===== src/rtl/cond_sum_abc_adder_pkg.sv =====
// Shared constants and helpers for the carry-save / conditional-sum adder.
// Holds the default operand width, the mode encoding and the carry-merge rule.
package cond_sum_abc_adder_pkg;

   localparam int CSA_WIDTH = 32;
   localparam int BLK_W     = 4;

   typedef enum logic {
      MODE_ADD2 = 1'b0,
      MODE_ADD3 = 1'b1
   } mode_e;

   // The two weight-2^WIDTH carries (CSA shift-out and CPA carry-out) add into CO.
   function automatic logic [1:0] merge_carries(input logic cpa_cout, input logic csa_cout);
      return {cpa_cout & csa_cout, cpa_cout ^ csa_cout};
   endfunction

endpackage


===== src/rtl/cond_sum_abc_adder_cond_sum32.sv =====
// Conditional-sum carry-propagate adder: 4-bit blocks precomputed for both
// carry-ins, then merged pairwise by a log-depth carry mux tree.
module cond_sum32
   import cond_sum_abc_adder_pkg::*;
#(
   parameter int WIDTH = CSA_WIDTH
) (
   input  logic [WIDTH-1:0] A,
   input  logic [WIDTH-1:0] B,
   input  logic             CIN,
   output logic [WIDTH-1:0] S,
   output logic             COUT
);

   localparam int NBLK   = WIDTH / BLK_W;
   localparam int LEVELS = $clog2(NBLK);

   logic [WIDTH-1:0] w_s0;
   logic [WIDTH-1:0] w_s1;
   logic [NBLK-1:0]  w_c0;
   logic [NBLK-1:0]  w_c1;
   logic             w_lo_c0;
   logic             w_lo_c1;
   logic             w_hi_c0;
   logic             w_hi_c1;
   logic             w_hi_s0;
   logic             w_hi_s1;

   always_comb begin
      w_s0    = '0;
      w_s1    = '0;
      w_c0    = '0;
      w_c1    = '0;
      w_lo_c0 = 1'b0;
      w_lo_c1 = 1'b0;
      w_hi_c0 = 1'b0;
      w_hi_c1 = 1'b0;
      w_hi_s0 = 1'b0;
      w_hi_s1 = 1'b0;

      for (int blk = 0; blk < NBLK; blk++) begin
         {w_c0[blk], w_s0[blk*BLK_W +: BLK_W]} =
            {1'b0, A[blk*BLK_W +: BLK_W]} + {1'b0, B[blk*BLK_W +: BLK_W]};
         {w_c1[blk], w_s1[blk*BLK_W +: BLK_W]} =
            {1'b0, A[blk*BLK_W +: BLK_W]} + {1'b0, B[blk*BLK_W +: BLK_W]} + 5'd1;
      end

      // Each level doubles the group size; group g is rebuilt in place from
      // groups 2g (low half) and 2g+1 (high half), so lower indices are free to overwrite.
      for (int lvl = 0; lvl < LEVELS; lvl++) begin
         for (int grp = 0; grp < (NBLK >> (lvl + 1)); grp++) begin
            w_lo_c0 = w_c0[2*grp];
            w_lo_c1 = w_c1[2*grp];
            w_hi_c0 = w_c0[2*grp+1];
            w_hi_c1 = w_c1[2*grp+1];
            for (int bit_i = 0; bit_i < WIDTH; bit_i++) begin
               if (bit_i / (BLK_W << lvl) == 2*grp + 1) begin
                  w_hi_s0     = w_s0[bit_i];
                  w_hi_s1     = w_s1[bit_i];
                  w_s0[bit_i] = w_lo_c0 ? w_hi_s1 : w_hi_s0;
                  w_s1[bit_i] = w_lo_c1 ? w_hi_s1 : w_hi_s0;
               end
            end
            w_c0[grp] = w_lo_c0 ? w_hi_c1 : w_hi_c0;
            w_c1[grp] = w_lo_c1 ? w_hi_c1 : w_hi_c0;
         end
      end
   end

   assign S    = CIN ? w_s1 : w_s0;
   assign COUT = CIN ? w_c1[0] : w_c0[0];

endmodule


===== src/rtl/cond_sum_abc_adder.sv =====
// Two/three-operand unsigned adder: one 3:2 carry-save layer feeding a
// conditional-sum CPA, with a single registered output stage.
module cond_sum_abc_adder
   import cond_sum_abc_adder_pkg::*;
#(
   parameter int WIDTH = CSA_WIDTH
) (
   input  logic             clk,
   input  logic             rst,
   input  logic             in_valid,
   input  logic             mode,
   input  logic [WIDTH-1:0] A,
   input  logic [WIDTH-1:0] B,
   input  logic [WIDTH-1:0] C,
   input  logic             CIN,
   output logic             out_valid,
   output logic [WIDTH-1:0] S,
   output logic [1:0]       CO
);

   logic [WIDTH-1:0] w_csa_sum;
   logic [WIDTH-1:0] w_csa_cry;
   logic [WIDTH-1:0] w_csa_cry_sh;
   logic             w_csa_cout;
   logic             w_add3;
   logic [WIDTH-1:0] w_cpa_a;
   logic [WIDTH-1:0] w_cpa_b;
   logic [WIDTH-1:0] w_cpa_s;
   logic             w_cpa_cout;
   logic [1:0]       w_co;

   logic [WIDTH-1:0] r_s_p1;
   logic [1:0]       r_co_p1;
   logic             r_vld_p1;

   assign w_add3       = (mode == MODE_ADD3);
   assign w_csa_sum    = A ^ B ^ C;
   assign w_csa_cry    = (A & B) | (A & C) | (B & C);
   assign w_csa_cry_sh = {w_csa_cry[WIDTH-2:0], 1'b0};
   assign w_csa_cout   = w_csa_cry[WIDTH-1];

   assign w_cpa_a = w_add3 ? w_csa_sum    : A;
   assign w_cpa_b = w_add3 ? w_csa_cry_sh : B;

   cond_sum32 #(
      .WIDTH (WIDTH)
   ) u_cpa (
      .A    (w_cpa_a),
      .B    (w_cpa_b),
      .CIN  (CIN),
      .S    (w_cpa_s),
      .COUT (w_cpa_cout)
   );

   assign w_co = w_add3 ? merge_carries(w_cpa_cout, w_csa_cout) : {1'b0, w_cpa_cout};

   // p1: result register; data holds when no new operands arrive
   always_ff @(posedge clk or posedge rst) begin
      if (rst) begin
         r_s_p1   <= '0;
         r_co_p1  <= '0;
         r_vld_p1 <= 1'b0;
      end else begin
         r_vld_p1 <= in_valid;
         if (in_valid) begin
            r_s_p1  <= w_cpa_s;
            r_co_p1 <= w_co;
         end
      end
   end

   assign S         = r_s_p1;
   assign CO        = r_co_p1;
   assign out_valid = r_vld_p1;

endmodule


===== config.mk =====
export PLATFORM = sky130hd
export DESIGN_NAME = cond_sum_abc_adder
export DESIGN_NICKNAME = d
export VERILOG_FILES = /design/src/rtl/cond_sum_abc_adder_pkg.sv /design/src/rtl/cond_sum_abc_adder_cond_sum32.sv /design/src/rtl/cond_sum_abc_adder.sv
export SDC_FILE = /design/constraint.sdc
export NUM_CORES = 1
export LEC_CHECK = 0
export BUFFER_PORTS_ARGS = -buffer_cell sky130_fd_sc_hd__buf_2
export CAP_MARGIN = 40
export CORE_AREA = 2 2 100 102
export DETAILED_ROUTE_END_ITERATION = 6
export DIE_AREA = 0 0 102 104
export GPL_TIMING_DRIVEN = 1
export PLACE_DENSITY = 0.77
export SLEW_MARGIN = 10
export SYNTH_ARGS = -nofsm -noshare
export SYNTH_HDL_FRONTEND = slang
export SYNTH_SLANG_ARGS = --single-unit

===== constraint.sdc =====
create_clock -name clk -period 0.9 [get_ports clk]
set_input_delay 0.135 -clock clk [delete_from_list [all_inputs] [get_ports clk]]
set_output_delay 0.135 -clock clk [all_outputs]
set_load 0.02 [all_outputs]

==> flow_summary.toml <==
[run_status]
status = "finished, violations left"
violations = "negative setup slack"

[timing]
fmax_mhz = 205
clock_skew_ns = 0
layout_min_cycle_time_ns = 4.88
min_period_over_period_pct = 542
finalWorstSetupSlack_ns = -3.98
drv_slew = 0
max_slew_margin_pct = 65.7
hold_violations = 0
grt_setup_unrepaired = "true"
worst_pin_slew_ns = 0.514
setup_viol = 69

[power_and_ir_drop]
ir_worst_vdd_mv = 0.961
switching_share_pct = 39.2
total_power_mw = 13.6
powerDensity_mw_per_mm2 = 1980
internal_power_mw = 8.26
switchingPower_mw = 5.32
seqPwrFrac_pct = 19.7
p_comb_share_pct = 70.0
p_leak_nw = 3.36
p_clk_share_pct = 10.2

[synthesis]
syn-cell-area_mm2 = 0.00450
ys_seq_elements = 35
syn_nets = 639
avgSynthCellArea_um2 = 9.84
synth_warnings = 0
synth_cell_types = 37
synth_cells = 457
ys_seq_area_share_pct = 19.5

[routing]
wl_met3_um = 490
wl_met2_um = 6120
drcViolationCount = 0
wl_um = 11500
via_count = 4204
viasPerCell = 5.04
highest_layer = "met4"
met1_length_um = 4700
first_iter_violations = 101
firstDrtPassIters = 7
ant_nets = 0
wl_per_cell_um = 13.7

[critical_path]
rrSetupSlack_ns = -0.07
cp-start-kind = "input port"
crit_path_max_fanout = 3
critPathKind = "input port to flop"
critPathCaptureType = "flop"
crit_required_ns = 1.06
arrival_ns = 5.04

[grt]
grt_pass1_wl_um = 19000
gr-total-overflow = 0
grt_pass1_vias = 4422
grt_use_total_pct = 21.8
grt_max_degree = 47
antenna_found_initial = 0

[clock_tree]
cts_buffers = 5
clk_pin_slew_ns = 0.07
clock_latency_ns = 0.28
cts-root-buf = "clkbuf_8"
cts_tree = "yes"
h-tree-depth = 2
ctsLongestPathBuffers = 2
clock-sinks = 35

[run]
cap_violations = 0

[floorplan]
core_mm2 = 0.00955
die_height_um = 104
die_w_um = 102
start_util_pct = 47.1
die_area_mm2 = 0.0106
rows = 36
pin_count = 136

[final_layout]
final_common_cell = "buf_4"
final_nets = 883
fin_area_mm2 = 0.00685
area_delta_synth_final_pct = 52.3
final_cells = 834
layout_common_cells = "105 x buf_4, 98 x buf_2, 46 x mux2_2, 46 x buf_6, 45 x a21oi_1"
drive_gt1_share_pct = 49.8
n_antenna_cell = 0

[placement]
port_buffers = 135
gp_congestion = 0.834
placed_cells = 797
placed_area_mm2 = 0.00604
dp_hpwl_um = 9070

[hold_path]
hp-class = "input port to flop"
## sequential cells by signal, summed over array words and instances (netlist names)
name	cells
S	32
CO	2
out_valid	1
## synth_stat cells, drive strengths merged
cell type / count / area share [%]
a2111oi: 1 / 0.33
a211oi: 2 / 0.45
a21o: 16 / 2.7
a21oi: 46 / 5.1
a221oi: 2 / 0.39
a311o: 1 / 0.22
a31oi: 3 / 0.42
and2b: 2 / 0.33
and3: 2 / 0.28
buf: 5 / 0.70
clkbuf: 12 / 1.0
dfrtp: 35 / 19
fa: 40 / 18
ha: 41 / 11
inv: 34 / 2.8
mux2: 50 / 13
mux2i: 18 / 4.0
nand2: 22 / 1.8
nand2b: 2 / 0.28
nand3: 9 / 1.0
nand3b: 3 / 0.50
nand4: 9 / 1.3
nand4b: 3 / 0.58
nor2: 34 / 2.8
nor2b: 5 / 0.70
nor3b: 1 / 0.17
o21ai: 11 / 1.2
or2b: 1 / 0.17
or3: 1 / 0.14
xnor2: 30 / 6.2
xor2: 16 / 3.1
## per-layer routing
layer	GRT usage [%]	vias up
li1	-	2060
met1	26.0	2014
met2	41.2	115
met3	2.62	15
met4	4.67	0
met5	0	-
## critical path: stages
cell	delay, ns
buf_2	0.11
fa_1	0.46
mux2_2	0.28
ha_1	0.21
fa_1	0.43
xor2_2	0.24
nand2b_1	0.09
mux2_2	0.29
a211oi_4	0.27
mux2i_2	0.32
mux2i_2	0.32
mux2i_2	0.32
mux2i_2	0.32
mux2i_2	0.32
xnor2_2	0.15
nand2_1	0.09
xnor2_1	0.16
ha_1	0.25
a31oi_1	0.16
nand3_1	0.09
## path summary, 6_finish.rpt
path | endpoint | startpoint | cells past startpoint
min reg2reg | S[18]$_DFFE_PP0P_ | S[18]$_DFFE_PP0P_ | 1
max in group asynchronous | S[8]$_DFFE_PP0P_ | rst | 4
min in group asynchronous | S[0]$_DFFE_PP0P_ | rst | 4
max reg2reg | S[31]$_DFFE_PP0P_ | S[31]$_DFFE_PP0P_ | 2
max | CO[0]$_DFFE_PP0P_ | A[4] | 20
min | S[30]$_DFFE_PP0P_ | in_valid | 3
## power groups by stage
stage                     registers, mW  clock network [mW]  logic (mW)
after floorplan                    3.29                   0        3.69
after global placement             2.52                   0        7.14
after detailed placement           2.55                   0        7.45
after CTS                          2.66                1.43        9.01
after global routing               2.74                1.49        10.3
final                              2.68                1.39        9.51
## logic make-up (layout without fill, tap and decap cells)
logic type,Yosys count,after routing,share of synthesized area [%]
AOI/OAI and AO/OA,82,82,10.9
xor gates and xnor gates,46,46,9.29
adders and majority gates,81,81,29.2
and+or+nand+nor,94,94,10.1
DFF,35,35,19.5
muxes,68,68,16.5
buffers and inverters,51,295,4.54
## layout make-up
type                            instances  area [um2]
Multi-Input combinational cell        371        3690
Fill cell                             695        2700
Timing Repair Buffer                  254        1880
Sequential cell                        35         876
Tap cell                              133         166
Inverter                               34         131
Clock buffer                            6        72.6
Clock inverter                          1        30.0
## timing repair
item                                   in CTS  in global routing
setup buffers                              17                 15
setup endpoints to repair                  69                 69
gates resized for setup                   103                 14
endpoints found under the hold margin      35                  0
hold buffers                                1                  0
pin swaps                                  36                 23
## through the flow
step           utilization [%]  setup slack (ns)  hold slack, ns  setup TNS [ns]
4_1_cts                   70.1             -3.95           0.294          -91.60
3_5_place_dp              63.3             -4.38           0.199         -103.10
5_1_grt                   71.7             -4.23           0.314          -99.12
6_report                  71.7             -3.98           0.294          -92.89
3_3_place_gp              63.3             -4.24           0.186         -100.61
2_1_floorplan                -             -4.12          0.0821          -90.93
Note: power is estimated with default switching activity, not from simulation.
